## config.mk

```make
export PLATFORM = sky130hd
export DESIGN_NAME = i_fetch_queue
export DESIGN_NICKNAME = d
export VERILOG_FILES = /design/src/rtl/i_fetch_queue_pkg.sv /design/src/rtl/ifq_line_buf.sv /design/src/rtl/i_fetch_queue.sv
export SDC_FILE = /design/constraint.sdc
export NUM_CORES = 1
export LEC_CHECK = 0
export ABC_AREA = 1
export BUFFER_PORTS_ARGS = -buffer_cell sky130_fd_sc_hd__buf_2
export CORE_ASPECT_RATIO = 1.2
export CORE_MARGIN = 5
export CORE_UTILIZATION = 40
export CTS_CLUSTER_SIZE = 24
export DETAILED_ROUTE_END_ITERATION = 16
export SLEW_MARGIN = 20
export SYNTH_ARGS = -nofsm -noshare
export SYNTH_HDL_FRONTEND = slang
export SYNTH_SLANG_ARGS = --single-unit
```

## constraint.sdc

```tcl
create_clock -name clk -period 12.1 [get_ports clk]
set_clock_uncertainty 0.2 [all_clocks]
set_input_delay 0.605 -clock clk [delete_from_list [all_inputs] [get_ports clk]]
set_output_delay 0.605 -clock clk [all_outputs]
set_load 0.02 [all_outputs]
```

## src/rtl/i_fetch_queue_pkg.sv

```systemverilog
// Shared fetch-queue definitions: instruction/line geometry and line word slicing.
// Word 0 (lowest address) sits in the most significant 32 bits of a line.
package i_fetch_queue_pkg;

   localparam int INST_W         = 32;
   localparam int LINE_W         = 128;
   localparam int WORDS_PER_LINE = 4;
   localparam int LPC_W          = 28;

   function automatic logic [INST_W-1:0] line_word(input logic [LINE_W-1:0] line,
                                                   input logic [1:0]        idx);
      logic [INST_W-1:0] w;
      case (idx)
         2'd0:    w = line[127:96];
         2'd1:    w = line[95:64];
         2'd2:    w = line[63:32];
         default: w = line[31:0];
      endcase
      return w;
   endfunction

endpackage

```

## src/rtl/ifq_line_buf.sv

```systemverilog
// Line storage for the fetch queue: DEPTH entries of {128-bit line, line PC[31:4]}.
// Synchronous write, asynchronous read; holds data only, so it has no reset.
module ifq_line_buf
   import i_fetch_queue_pkg::*;
#(
   parameter int DEPTH = 4,
   parameter int AW    = 2
) (
   input  logic              clk,
   input  logic              wr_en,
   input  logic [AW-1:0]     wr_addr,
   input  logic [LINE_W-1:0] wr_line,
   input  logic [LPC_W-1:0]  wr_lpc,
   input  logic [AW-1:0]     rd_addr,
   output logic [LINE_W-1:0] rd_line,
   output logic [LPC_W-1:0]  rd_lpc
);

   logic [LINE_W-1:0] line_mem [DEPTH];
   logic [LPC_W-1:0]  lpc_mem  [DEPTH];

   always_ff @(posedge clk) begin
      if (wr_en) begin
         line_mem[wr_addr] <= wr_line;
         lpc_mem[wr_addr]  <= wr_lpc;
      end
   end

   assign rd_line = line_mem[rd_addr];
   assign rd_lpc  = lpc_mem[rd_addr];

endmodule

```

## src/rtl/i_fetch_queue.sv

```systemverilog
// Instruction fetch queue: issues line-aligned fetches to the i_cache, buffers returned
// lines and hands instructions one at a time to dispatch; flushes on redirect.
module i_fetch_queue
   import i_fetch_queue_pkg::*;
#(
   parameter int          DEPTH    = 4,
   parameter logic [31:0] RESET_PC = 32'h0
) (
   input  logic         clk,
   input  logic         reset,
   output logic [31:0]  Cache_pc,
   output logic         Cache_rd_en,
   input  logic [127:0] Cache_dout,
   input  logic         Cache_dout_valid,
   output logic [31:0]  Inst,
   output logic [31:0]  Pc_out,
   output logic         Empty,
   input  logic         Dispatch_rd,
   input  logic [31:0]  Jmp_branch_address,
   input  logic         Jmp_branch_valid
);

   localparam int             AW        = $clog2(DEPTH);
   localparam logic [AW:0]    DEPTH_C   = (AW+1)'(DEPTH);
   localparam logic [AW:0]    CNT_ONE   = {{AW{1'b0}}, 1'b1};
   localparam logic [AW-1:0]  PTR_ONE   = {{(AW-1){1'b0}}, 1'b1};
   localparam logic [1:0]     LAST_WORD = 2'(WORDS_PER_LINE - 1);

   logic [31:0]       fetch_pc;
   logic [AW-1:0]     wr_ptr;
   logic [AW-1:0]     rd_ptr;
   logic [AW:0]       count;
   logic [1:0]        word_off;
   logic [1:0]        start_off;
   logic              skip_pend;
   logic              outstanding;
   logic              discard;
   logic              rd_en_q;

   logic [LINE_W-1:0] head_line_p0;
   logic [LPC_W-1:0]  head_lpc_p0;

   logic              empty;
   logic              issue;
   logic              do_fill;
   logic              do_drain;
   logic              pop_line;
   logic              unused_addr_bits;

   assign unused_addr_bits = ^Jmp_branch_address[1:0];

   assign empty    = (count == '0);
   assign issue    = !outstanding && (count < DEPTH_C);
   assign do_fill  = Cache_dout_valid && outstanding && !discard;
   assign do_drain = Dispatch_rd && !empty;
   assign pop_line = do_drain && (word_off == LAST_WORD);

   ifq_line_buf #(
      .DEPTH (DEPTH),
      .AW    (AW)
   ) u_line_buf (
      .clk     (clk),
      .wr_en   (do_fill && !Jmp_branch_valid),
      .wr_addr (wr_ptr),
      .wr_line (Cache_dout),
      .wr_lpc  (fetch_pc[31:4]),
      .rd_addr (rd_ptr),
      .rd_line (head_line_p0),
      .rd_lpc  (head_lpc_p0)
   );

   // Control state; redirect outranks fill, drain and fetch in the same cycle.
   always_ff @(posedge clk) begin
      if (reset) begin
         fetch_pc    <= RESET_PC;
         wr_ptr      <= '0;
         rd_ptr      <= '0;
         count       <= '0;
         word_off    <= 2'd0;
         start_off   <= 2'd0;
         skip_pend   <= 1'b0;
         outstanding <= 1'b0;
         discard     <= 1'b0;
         rd_en_q     <= 1'b0;
      end else if (Jmp_branch_valid) begin
         fetch_pc    <= {Jmp_branch_address[31:4], 4'b0000};
         start_off   <= Jmp_branch_address[3:2];
         skip_pend   <= 1'b1;
         wr_ptr      <= '0;
         rd_ptr      <= '0;
         count       <= '0;
         word_off    <= 2'd0;
         // A response arriving this very cycle is already being dropped here.
         discard     <= outstanding && !Cache_dout_valid;
         outstanding <= 1'b0;
         rd_en_q     <= 1'b0;
      end else begin
         rd_en_q <= issue;
         discard <= 1'b0;
         if (issue)
            outstanding <= 1'b1;
         else if (Cache_dout_valid)
            outstanding <= 1'b0;

         if (do_fill) begin
            wr_ptr   <= wr_ptr + PTR_ONE;
            fetch_pc <= fetch_pc + 32'd16;
            if (skip_pend) begin
               word_off  <= start_off;
               skip_pend <= 1'b0;
            end
         end

         if (do_drain) begin
            if (pop_line) begin
               word_off <= 2'd0;
               rd_ptr   <= rd_ptr + PTR_ONE;
            end else begin
               word_off <= word_off + 2'd1;
            end
         end

         case ({do_fill, pop_line})
            2'b10:   count <= count + CNT_ONE;
            2'b01:   count <= count - CNT_ONE;
            default: count <= count;
         endcase
      end
   end

   // Head presentation: combinational word select from registered line storage.
   assign Cache_pc    = fetch_pc;
   assign Cache_rd_en = rd_en_q;
   assign Empty       = empty;
   assign Inst        = empty ? 32'd0 : line_word(head_line_p0, word_off);
   assign Pc_out      = empty ? 32'd0 : ({head_lpc_p0, 4'b0000} + {28'd0, word_off, 2'b00});

endmodule

```

==> run metrics <==
Seq/Total Area, Yosys=71.98%; CP Max Fanout=97; drt first pass iters=5; Worst Setup Start Kind=flop; largest net degree at the start of global routing=between 150 and 200; WP buf/inv=4; Leak=roughly 0.011 uW; Setup Crit Path Kind=reg -> out; Port-buffer cells=between 200 and 300; Final HPWL DP=42,930 um; placed cells=3,386; clk_lat worst skew=590 ps; First DRT Iteration DRCs=between 1,000 and 1,500; Sw Ratio=20.37%; row count=105; clock buffer depth=3; Rel. slew slack=28.70%; gr ovfl total=0; Vias=18,683; peak supply drop=0.1073 mV; Crit path arrival time=4170 ps; delay-heaviest family, CP=buffers and inverters; Worst Hold Class=in -> reg; final cell count without fillers=between 3,000 and 4,000; clk sinks=669; vias in the first global route=about 19,000; core area=0.06805 mm^2; Reg power frac=54.2%; Int Power=3768 uW; min cycle time layout=about 5000 ps; die area=roughly 0.074 mm^2; GRT Util Overall=19.55%; via density per instance=5.175; clk root buf=clkbuf_16; mapped cell area=between 0.02 and 0.03 mm^2; net count reported at finish=2,820; dpl ws=7113 ps; Initial Util=40.09%; Synth Flop Type=edfxtp_1; fillers=6,155; Post-synth EDFFs=624; hold-fix buffer count after cts=96; Die Y=around 300 um; FMAX=200.9 MHz; outcome=complete, no violations; crit-path max cell delay=900 ps; H-tree levels=3; Resized cells post-CTS=0; setup bufs post-CTS=0; Switch Pwr=about 960 uW; Final Hold Viols=0; Area Growth Syn to Fin=18.42%; WP data required=11,300 ps; clk slew on worst S/H paths=60 ps; Final Slew Violations=0; routability cong.=0.8348; clock group share of total power=42.5%; post-route ant nets=0; unrepaired setup endpoints after global routing=false; tightest hold margin=35.66 ps; IO Count=263; synthesized instance count=2,337; layout cells sized above 1=14.43%; synth unique cells=33; Worst Setup End Kind=output port; CTS buffer count=68; Max-cap violations=0; pwr dens=146.4 mW/mm^2; Seq. cell area=0.01965 mm^2; TNS Setup=0 ps; initial antenna violation count=10; ys async rst share=0%; Post-route DRC=0; crit path cell chain=buf_4 -> buf_4 -> o21ai_0 -> o22ai_1 -> nand2_1 -> nand2_1 -> inv_1 -> a21oi_1 -> buf_2; Comb pwr share=3.2%; syn_area_per_cell=11.67 um^2; FF+latch count, synth=669; Least-Margin Pin Slew=1068 ps; WL final=74,240 um; die width=248.4 um; multi-input logic area=0.006574 mm^2; final period utilization=41.13%; setup slack after layout=7123 ps; first-pass GRT wire length=112,100 um; synthesis warning total=0; Finish-stage setup viols=0; drt wl/cell=20.56 um; Post-Route Utilization=roughly 47%; highest-delay cell along the critical path=buf_4; CTS tree=built
[per-stage QoR]
step,power (uW),cell area (um^2)
after floorplan,2667,27300
final,4731,32310
after detailed placement,2740,29190
after global routing,4899,32290
after CTS,4788,32290
after global placement,2734,29190
[power by group through the flow]
stage / clock, uW / combinational, uW / sequential (uW)
floorplan: 0 / 49.9 / 2620
global placement: 0 / 121 / 2610
detailed placement: 0 / 126 / 2610
CTS: 2070 / 155 / 2560
global route: 2160 / 169 / 2570
finish: 2010 / 154 / 2560
[routing by layer]
layer  vias to the layer above  share of wire [%]  wire length (um)  track usage [%]
li1                       8860                  -                 -                -
met1                      9158                 40             29680            23.66
met2                       533                 50             37170            34.02
met3                       122                6.0              4477            4.403
met4                        10                3.8              2848            8.305
met5                         -              0.084                62                0
[synthesized netlist by cell type, types with 11 or more instances]
library cell,n,area share [%]
edfxtp_1,624,69
nor2_1,398,5.5
nand2_1,380,5.2
o21ai_0,247,4.5
a21oi_1,125,2.3
nand3_1,115,2.1
inv_1,93,1.3
o22ai_1,64,1.5
clkbuf_1,54,0.74
dfxtp_1,45,3.3
buf_2,44,0.81
o211ai_1,32,0.88
o21ai_1,31,0.57
buf_4,23,0.63
buf_6,11,0.45
ha_1,11,0.50
[path summary, 6_finish.rpt]
| check | slack [ps] | startpoint | cells after the start | endpoint |
|---|---|---|---|---|
| hold / removal | 40 | Cache_dout[83] | 1 | u_line_buf.line_mem[3][83]$_DFFE_PP_ |
| setup reg to reg | 7620 | outstanding$_SDFFE_PP0P_ | 8 | u_line_buf.line_mem[0][88]$_DFFE_PP_ |
| hold reg to reg | 270 | skip_pend$_SDFFE_PP0P_ | 2 | skip_pend$_SDFFE_PP0P_ |
| setup / recovery | 7120 | flop | 9 | Inst[14] |
[logic make-up (layout without fill, tap and decap cells)]
group | Yosys count | in the layout | share of synthesized area, %
AO/OA/AOI/OAI | 510 | 510 | 10.01
XOR/XNOR | 10 | 10 | 0.3210
adder cells (fa/ha/maj) | 12 | 12 | 0.5778
buffers and inverters | 236 | 589 | 4.146
flip-flops | 669 | 669 | 71.98
other | 1 | 12 | 0.01375
AND/OR/NAND/NOR | 899 | 899 | 12.95
[registers in the layout, indices dropped and copies added, names as in the netlist, named ones only]
name                 flops
Cache_rd_en              1
count                    3
u_line_buf.lpc_mem     112
word_off                 2
Cache_pc                28
u_line_buf.line_mem    512
skip_pend                1
discard                  1
outstanding              1
start_off                2
rd_ptr                   2
wr_ptr                   2
[cells in the final DEF, fill, tap and decap left out, types with 12 or more instances in the layout]
| cell | count |
|---|---|
| o21ai_1 | 31 |
| inv_1 | 93 |
| o211ai_1 | 32 |
| o22ai_1 | 64 |
| dfxtp_1 | 43 |
| clkinv_1 | 14 |
| clkbuf_16 | 70 |
| a21oi_1 | 125 |
| o21ai_0 | 247 |
| clkinv_2 | 15 |
| nor2_1 | 394 |
| buf_4 | 19 |
| clkbuf_1 | 12 |
| buf_2 | 254 |
| dlygate4sd3_1 | 96 |
| nand2_1 | 380 |
| nand3_1 | 114 |
| edfxtp_1 | 624 |
[area by class of cell]
type | instances | share of cell area [%]
flip-flops and latches | 669 | 60.81
multi-input cells | 1437 | 20.35
repair buffers | 372 | 7.509
clock buffers | 84 | 5.647
well taps | 909 | 3.520
inverters | 95 | 1.150
clock inverters | 38 | 0.9682
diodes | 6 | 0.04647
Note: power is estimated with default switching activity, not from simulation.
